===== src/rtl/edge_event_arbiter.sv =====
// Per-channel edge detection with mode qualification, one-deep pending slot per channel,
// and round-robin sharing of pending events onto a single valid/ready event port.
module edge_event_arbiter #(
  parameter int N_CH  = 4,
  parameter int IDX_W = 2
) (
  input  logic             clk,
  input  logic             rst,
  input  logic [N_CH-1:0]  sig_in,
  input  logic             cfg_we,
  input  logic [IDX_W-1:0] cfg_ch,
  input  logic [1:0]       cfg_mode,
  output logic             evt_valid,
  input  logic             evt_ready,
  output logic [IDX_W-1:0] evt_ch,
  output logic             evt_rise,
  output logic             evt_ovf,
  output logic [N_CH-1:0]  pending
);

  logic [N_CH-1:0]  r_prev;
  logic [1:0]       r_mode [N_CH];
  logic [N_CH-1:0]  r_pending;
  logic [N_CH-1:0]  r_ptype;
  logic [N_CH-1:0]  r_lost;
  logic [IDX_W-1:0] r_ptr;
  logic             r_evt_valid;
  logic [IDX_W-1:0] r_evt_ch;
  logic             r_evt_rise;
  logic             r_evt_ovf;

  logic [N_CH-1:0]  w_rise;
  logic [N_CH-1:0]  w_fall;
  logic [N_CH-1:0]  w_det;
  logic             w_found;
  logic [IDX_W-1:0] w_winner;
  logic             w_slot_free;
  logic             w_load;
  logic [N_CH-1:0]  w_grant;

  always_comb begin
    w_rise = '0;
    w_fall = '0;
    w_det  = '0;
    for (int i = 0; i < N_CH; i++) begin
      w_rise[i] = sig_in[i] & ~r_prev[i];
      w_fall[i] = ~sig_in[i] & r_prev[i];
      w_det[i]  = (w_rise[i] & r_mode[i][0]) | (w_fall[i] & r_mode[i][1]);
    end
  end

  // Search starts just after the last winner, wrapping modulo N_CH.
  always_comb begin
    w_found  = 1'b0;
    w_winner = '0;
    for (int k = 1; k <= N_CH; k++) begin
      if (!w_found && r_pending[(int'(r_ptr) + k) % N_CH]) begin
        w_found  = 1'b1;
        w_winner = IDX_W'((int'(r_ptr) + k) % N_CH);
      end
    end
  end

  assign w_slot_free = !r_evt_valid || evt_ready;
  assign w_load      = w_slot_free && w_found;

  always_comb begin
    w_grant = '0;
    for (int i = 0; i < N_CH; i++) begin
      w_grant[i] = w_load && (w_winner == IDX_W'(i));
    end
  end

  always_ff @(posedge clk or posedge rst) begin
    if (rst) begin
      r_prev      <= '0;
      r_pending   <= '0;
      r_ptype     <= '0;
      r_lost      <= '0;
      r_ptr       <= IDX_W'(N_CH - 1);
      r_evt_valid <= 1'b0;
      r_evt_ch    <= '0;
      r_evt_rise  <= 1'b0;
      r_evt_ovf   <= 1'b0;
      for (int i = 0; i < N_CH; i++) begin
        r_mode[i] <= 2'b00;
      end
    end else begin
      r_prev <= sig_in;

      for (int i = 0; i < N_CH; i++) begin
        if (cfg_we && cfg_ch == IDX_W'(i)) begin
          r_mode[i] <= cfg_mode;
        end
      end

      // A granted channel hands its event to the output stage; a coincident edge refills it.
      for (int i = 0; i < N_CH; i++) begin
        if (w_det[i]) begin
          if (w_grant[i]) begin
            r_ptype[i] <= w_rise[i];
            r_lost[i]  <= 1'b0;
          end else if (r_pending[i]) begin
            r_lost[i] <= 1'b1;
          end else begin
            r_pending[i] <= 1'b1;
            r_ptype[i]   <= w_rise[i];
          end
        end else if (w_grant[i]) begin
          r_pending[i] <= 1'b0;
          r_lost[i]    <= 1'b0;
        end
      end

      if (w_load) begin
        r_evt_valid <= 1'b1;
        r_evt_ch    <= w_winner;
        r_evt_rise  <= |(r_ptype & w_grant);
        r_evt_ovf   <= |(r_lost & w_grant);
        r_ptr       <= w_winner;
      end else if (w_slot_free) begin
        r_evt_valid <= 1'b0;
      end
    end
  end

  assign evt_valid = r_evt_valid;
  assign evt_ch    = r_evt_ch;
  assign evt_rise  = r_evt_rise;
  assign evt_ovf   = r_evt_ovf;
  assign pending   = r_pending;

endmodule


===== config.mk =====
export PLATFORM = sky130hd
export DESIGN_NAME = edge_event_arbiter
export DESIGN_NICKNAME = d
export VERILOG_FILES = /design/src/rtl/edge_event_arbiter.sv
export SDC_FILE = /design/constraint.sdc
export NUM_CORES = 1
export LEC_CHECK = 0
export CAP_MARGIN = 5
export CORE_ASPECT_RATIO = 0.9
export CORE_MARGIN = 2
export CORE_UTILIZATION = 30
export DETAILED_ROUTE_END_ITERATION = 6
export PLACE_DENSITY_LB_ADDON = 0.25
export SYNTH_ARGS = -nofsm -noshare
export SYNTH_HDL_FRONTEND = slang
export SYNTH_SLANG_ARGS = --single-unit

===== constraint.sdc =====
create_clock -name clk -period 3.1 [get_ports clk]
set_input_delay 0.31 -clock clk [delete_from_list [all_inputs] [get_ports clk]]
set_output_delay 0.31 -clock clk [all_outputs]
set_load 0.03 [all_outputs]

==> metrics.md, run 1 <==
| Metric | Value |
|---|---|
| Status | finished, final reports clean |
| Critical Path End | r_lost[2] |
| Ant. Diodes | 0 |
| Global-route wire length before repair | 6020 um |
| Reg2Reg Setup Slack | 0.67 ns |
| CP max FO | 10 |
| Post-synth EDFFs | 0 |
| Synth Net Count | 182 |
| Peak Freq | 411 MHz |
| Post-synth ARST share | 1.00 |
| Die Span Y | 75.6 um |
| Cell Area, Placed | 1970 um^2 |
| Final Cycle Share | 0.784 |
| MaxCap Viol Count | 0 |
| Post-DR vias/cell | 4.95 |
| Initial antenna violation count | 0 |
| Cts hold-fix bufs | 0 |
| Post-detail-place hpwl | 2570 um |
| CTS H-tree lvls | 2 |
| Final min period | 2.43 ns |
| Clock skew | 0.00626 ns |
| Peak VDD IR | 0.356 mV |
| Synth Flop Type | dfrtp_1 |
| Seq/Total Area, Yosys | 0.456 |
| Syn-to-layout area delta | 20.2% |
| Setup_tns | 0 ns |
| Slew Limit Fails | 0 |
| Skew-Pair Late Insertion Delay | 0.28 ns |
| Gr ovfl total | 0 |
| Worst path arrival time | 2.60 ns |
| Hold Vio Cnt, Final | 0 |
| RR Endpoint | r_lost[2] |
| Setup Buffers After CTS | 0 |
| Worst slew margin | 0.510 |
| Kind of critical path | reg -> reg |
| Worst setup EP type | flop |
| CTS Root Cell | clkbuf_8 |
| Critical R2R Launch | pending[3] |
| Crit path launch type | flop |
| Initial detailed-routing violation count | 119 |
| PostCTS Resize Cnt | 0 |
| Nets | 205 |
| Class of the worst hold path | in -> async |
| WL/cell | 13.7 um |
| Syn avg cell area | 10.5 um^2 |
| Post-DRT Antenna Nets | 0 |
| Largest net degree at the start of global routing | 32 |
| CTS tree | built |
| GRT Total Usage | 0.122 |
| Cell area after synthesis | 1710 um^2 |
| DRC | 0 |
| Static Leak | 0.863 nW |
| WL final | 3500 um |
| IO Count | 21 |
| Starting density of the core | 0.305 |
| Final setup viols | 0 |
| Share of post-route cells with drive strength above 1 | 0.177 |
| Syn Inst Count | 162 |
| Num rows | 26 |
| CTS Buf Count | 5 |
| Post-Layout Inst Area | 2050 um^2 |
| IO Port Bufs | 20 |
| Die area | 6310 um^2 |
| Clock Sinks | 31 |
| First-pass iteration count of the detailed router | 4 |
| Core Box Area | 5600 um^2 |
| Critical Path Source | pending[3] |
| Die Wd | 83.5 um |
| Worst Tran Pin Value | 0.729 ns |
| Yosys reg bits | 31 |
| Clock-pin slew on the worst setup and hold paths | 0.07 ns |
| Required @ worst endpoint | 3.27 ns |
| Yosys warns | 0 |
| Vias | 1,267 |
| Gpl congestion | 0.833 |
| Netlist cell types | 44 |
| Worst reg2reg path depth | 8 |
| Vias in the first global route | 1,236 |
| RSZ-0062 raised after global routing | no |
| Power Density | 987 nW/um^2 |
| Clk buf depth | 2 |
[Yosys cell counts, types with 2 or more instances]
master | number | share of area
nor2_1 | 12 | 0.026
a21oi_1 | 13 | 0.038
a31o_1 | 2 | 0.010
a211oi_2 | 2 | 0.015
buf_6 | 2 | 0.013
nor4_1 | 4 | 0.015
o31ai_1 | 2 | 0.0088
inv_1 | 11 | 0.024
nor3_1 | 3 | 0.0088
o311ai_2 | 2 | 0.019
buf_2 | 2 | 0.0059
nor2b_1 | 4 | 0.015
o21a_1 | 2 | 0.0088
nand3b_1 | 2 | 0.0088
a31oi_1 | 3 | 0.011
a21oi_2 | 2 | 0.010
nand2_1 | 8 | 0.018
nand4_1 | 3 | 0.011
mux2_2 | 12 | 0.079
nand2b_1 | 3 | 0.011
ha_1 | 8 | 0.059
dfrtp_1 | 29 | 0.43
dfstp_2 | 2 | 0.031
and3b_1 | 4 | 0.021
nand3_1 | 6 | 0.018
[stage by stage]
step | utilization | hold slack [ns] | total power [W] | worst slack, ns | instances
finish | 0.367 | 0.400 | 0.00202 | 0.668 | 256
global route | 0.367 | 0.461 | 0.00218 | 0.542 | 256
CTS | 0.367 | 0.412 | 0.00204 | 0.708 | 256
detailed placement | 0.351 | 0.480 | 0.00171 | 0.728 | 248
global placement | 0.351 | 0.474 | 0.00171 | 0.752 | 248
floorplan | - | 0.341 | 0.00146 | 0.764 | 162
[per-layer routing]
metal / vias to the layer above / share of wire / GRT usage
met2: 31 / 0.42 / 0.178
li1: 635 / - / -
met5: - / 0 / 0
met1: 594 / 0.52 / 0.175
met4: 0 / 0.010 / 0.0430
met3: 7 / 0.043 / 0.0336
[worst max-delay path, stage by stage (launching register included)]
cell	delay, ns
dfrtp_1	0.57
nand2b_1	0.18
a21oi_2	0.09
or3_1	0.53
nor2_1	0.19
nand2_1	0.10
ha_1	0.21
nor2b_1	0.11
mux2_2	0.33
[area by class of cell]
| type | count | area, um^2 |
|---|---|---|
| clock buffers | 6 | 72.6 |
| clock inverters | 2 | 12.5 |
| flip-flops and latches | 31 | 778 |
| repair buffers | 22 | 215 |
| fillers | 565 | 3540 |
| multi-input cells | 114 | 843 |
| inverters | 11 | 41.3 |
| well taps | 70 | 87.6 |
[kinds of logic (layout without fill, tap and decap cells)]
kind of cell | count (synthesis) | count (layout) | share of synthesized area
AOI/OAI and AO/OA | 38 | 38 | 0.172
adders and majority gates | 8 | 8 | 0.0587
DFF | 31 | 31 | 0.456
muxes | 13 | 13 | 0.0850
buffers and inverters | 17 | 41 | 0.0499
and+or+nand+nor | 55 | 55 | 0.178
[worst min path at each step]
stage               slack, ns   endpoint  cells past startpoint      start
detailed placement       0.48  evt_ch[1]                      2  evt_ch[1]
global route             0.46  r_mode[6]                      3        rst
floorplan                0.34  r_prev[0]                      0  sig_in[0]
CTS                      0.41  r_mode[4]                      3        rst
global placement         0.47  evt_ch[1]                      2  evt_ch[1]
finish                   0.40  r_prev[1]                      3        rst
[where the power goes]
group | internal, W | leakage [nW] | total, W | switching, W
clock network | 0.000157 | 0.0412 | 0.000313 | 0.000156
registers | 0.000550 | 0.360 | 0.000715 | 0.000166
logic | 0.000422 | 0.462 | 0.000995 | 0.000573
total | 0.00113 | 0.863 | 0.00202 | 0.000895
[layout by cell type (no fill, tap or decap), types with 3 or more instances in the layout]
cell type,synthesis,routed
nand2_1,8,8
nor2b_1,4,4
nor3_1,3,3
mux2_2,12,12
inv_1,11,11
clkdlybuf4s50_1,0,20
clkbuf_8,0,5
ha_1,8,8
a31oi_1,3,3
a21oi_1,13,13
nand2b_1,3,3
nor4_1,4,4
nand4_1,3,3
dfrtp_1,29,29
nor2_1,12,12
and3b_1,4,4
nand3_1,6,6
[sequential cells by signal, indices dropped and copies added, names as in the netlist]
signal,count
evt_rise,1
pending,4
r_mode,8
r_prev,4
evt_ch,2
r_lost,4
r_ptype,4
evt_ovf,1
evt_valid,1
r_ptr,2
No activity file was read; power rests on OpenSTA's default activity.
==> run 2, diff against run 1 <==
- clock period: 3.1 -> 2.2 ns (I/O delays scaled with it)
==> run 2 against run 1 <==
Worst setup slack worse by 0.57 ns. Highest routed layer unchanged. Core utilization up 4.1 points. Combinational power up 89%. Flip-flop and latch count unchanged. Fmax up 16%. Wire length up 13%. Via count up 7.8%. Count of clock-buffer cells in the layout unchanged. Largest cell class unchanged. Sequential power up 37%. Clock skew down 0.0014 ns. First-iteration DRC count down 63%.
==> metrics.md, run 2 (same netlist as run 1, synthesis figures left out) <==
| Metric | Value |
|---|---|
| CP Cell Sequence | nand2b_4 > a21oi_2 > or3_4 > nor2_4 > nand2_1 > ha_1 > nor2b_1 > mux2_2 |
| WL final | 3970 um |
| Final setup viols | 0 |
| CTS Buf Count | 5 |
| Core Box Area | 5600 um^2 |
| Class of the worst hold path | in -> async |
| Final min period | 2.10 ns |
| Die Wd | 83.5 um |
| Post-detail-place hpwl | 2890 um |
| Fill count | 567 |
| Total Power | 0.00354 W |
| Initial antenna violation count | 0 |
| Status | finished, final reports clean |
| Die Span Y | 75.6 um |
| Clk buf depth | 2 |
| Worst Tran Pin Value | 0.423 ns |
| Most frequent cells in the layout | 26 x dfrtp_1, 22 x buf_4, 20 x clkdlybuf4s50_1, 13 x a21oi_1, 12 x mux2_2 |
| Worst slew margin | 0.718 |
| IO Count | 21 |
| Nets | 225 |
| CTS tree | built |
| CP max FO | 4 |
| Die area | 6310 um^2 |
| Slew Limit Fails | 0 |
| Worst setup EP type | flop |
| Skew-Pair Late Insertion Delay | 0.28 ns |
| Reg2Reg Setup Slack | 0.10 ns |
| Vias | 1,366 |
| Required @ worst endpoint | 2.37 ns |
| MaxCap Viol Count | 0 |
| Max reg flops | 8 |
| Clock Sinks | 31 |
| Num rows | 26 |
| Power Density | 1550 nW/um^2 |
| Peak VDD IR | 0.502 mV |
| Largest net degree at the start of global routing | 32 |
| Hold Vio Cnt, Final | 0 |
| Worst path arrival time | 2.27 ns |
| Share of post-route cells with drive strength above 1 | 0.301 |
| Multi-input logic area | 871 um^2 |
| CTS H-tree lvls | 2 |
| Starting density of the core | 0.305 |
| Post-DR vias/cell | 4.95 |
| Gpl congestion | 0.777 |
| Clock skew | 0.00484 ns |
| IO Port Bufs | 20 |
| CTS Root Cell | clkbuf_8 |
| WL/cell | 14.4 um |
| Final Cycle Share | 0.953 |
| Cell family with most CP delay | simple AND/OR/NAND/NOR gates |
| GRT Total Usage | 0.136 |
| Crit path launch type | flop |
| Slowest-stage cell, CP | dfstp_2 |
| Core Util, Final | 0.407 |
| Static Leak | 0.987 nW |
| DRC | 0 |
| Syn-to-layout area delta | 33.6% |
| Post-DRT Antenna Nets | 0 |
| Commonest non-fill, non-tap cell in the layout | dfrtp_1 |
| Peak Freq | 477 MHz |
| Worst path buffer plus inverter count | 0 |
| Max incr delay on CP | 0.57 ns |
| Gr ovfl total | 0 |
| Kind of critical path | reg -> reg |
| Area occupied by registers | 782 um^2 |
| Largest reg by FF count | r_mode |
| Global-route wire length before repair | 6680 um |
| First-pass iteration count of the detailed router | 4 |
| Ant. Diodes | 0 |
| Vias in the first global route | 1,357 |
| Clock-pin slew on the worst setup and hold paths | 0.07 ns |
| Initial detailed-routing violation count | 44 |
## run 2: cell types whose count changed in the layout (fill, tap and decap cells not counted), moves of 2 or more
cell / previous run / this run
bufinv_16: 0 / 2
nor2_1: 12 / 10
dfrtp_1: 29 / 26
dfrtp_2: 0 / 3
buf_4: 2 / 22
## run 2: worst register-to-register path, stage by stage (launching register included)
cell and delay [ns]:
dfstp_2 0.57, nand2b_4 0.13, a21oi_2 0.06, or3_4 0.41, nor2_4 0.10, nand2_1 0.08
ha_1 0.18, nor2b_1 0.12, mux2_2 0.34
## run 2: path summary, 6_finish.rpt
path	from	endpoint	cells after the start
worst min-delay path	rst	r_prev[1]	3
worst max register to register	r_ptr[0]	r_lost[3]	8
max in group asynchronous	rst	r_ptr[0]	3
min in group clk	sig_in[1]	r_prev[1]	1
worst min register to register	evt_ch[1]	evt_ch[1]	2
worst max-delay path	r_ptr[0]	r_lost[3]	8
## run 2: timing repair
item | in CTS | in global routing
setup buffers | 0 | 1
endpoints found under the setup margin | 0 | 4
resized for setup | 0 | 4
hold buffers | 0 | 0
## run 2: layout make-up
type	count	share of cell area
Inverter	11	0.0181
Tap cell	70	0.0384
Clock inverter	2	0.0263
Timing Repair Buffer	42	0.160
Sequential cell	31	0.343
Clock buffer	6	0.0318
Multi-Input combinational cell	114	0.382
## run 2: through the flow
step           hold WS [ns]  TNS, ns  setup WS [ns]  cells  cell area (um^2)
2_1_floorplan         0.251        0        0.00449    162              1730
3_3_place_gp          0.460        0         0.0917    267              2120
3_5_place_dp          0.471        0         0.0620    267              2120
4_1_cts               0.333        0         0.0424    275              2250
5_1_grt               0.371  -0.0584        -0.0464    276              2280
6_report              0.318        0          0.103    276              2280
## run 2: routing by layer
metal | share of wire | global-route usage
met1 | 0.50 | 0.179
met2 | 0.44 | 0.214
met3 | 0.043 | 0.0401
met4 | 0.015 | 0.0573
met5 | 0 | 0
## run 2: where the power goes
group	total, W	internal, W	switching, W
logic	0.00188	0.000905	0.000979
registers	0.000983	0.000782	0.000201
clock network	0.000675	0.000453	0.000222
total	0.00354	0.00214	0.00140
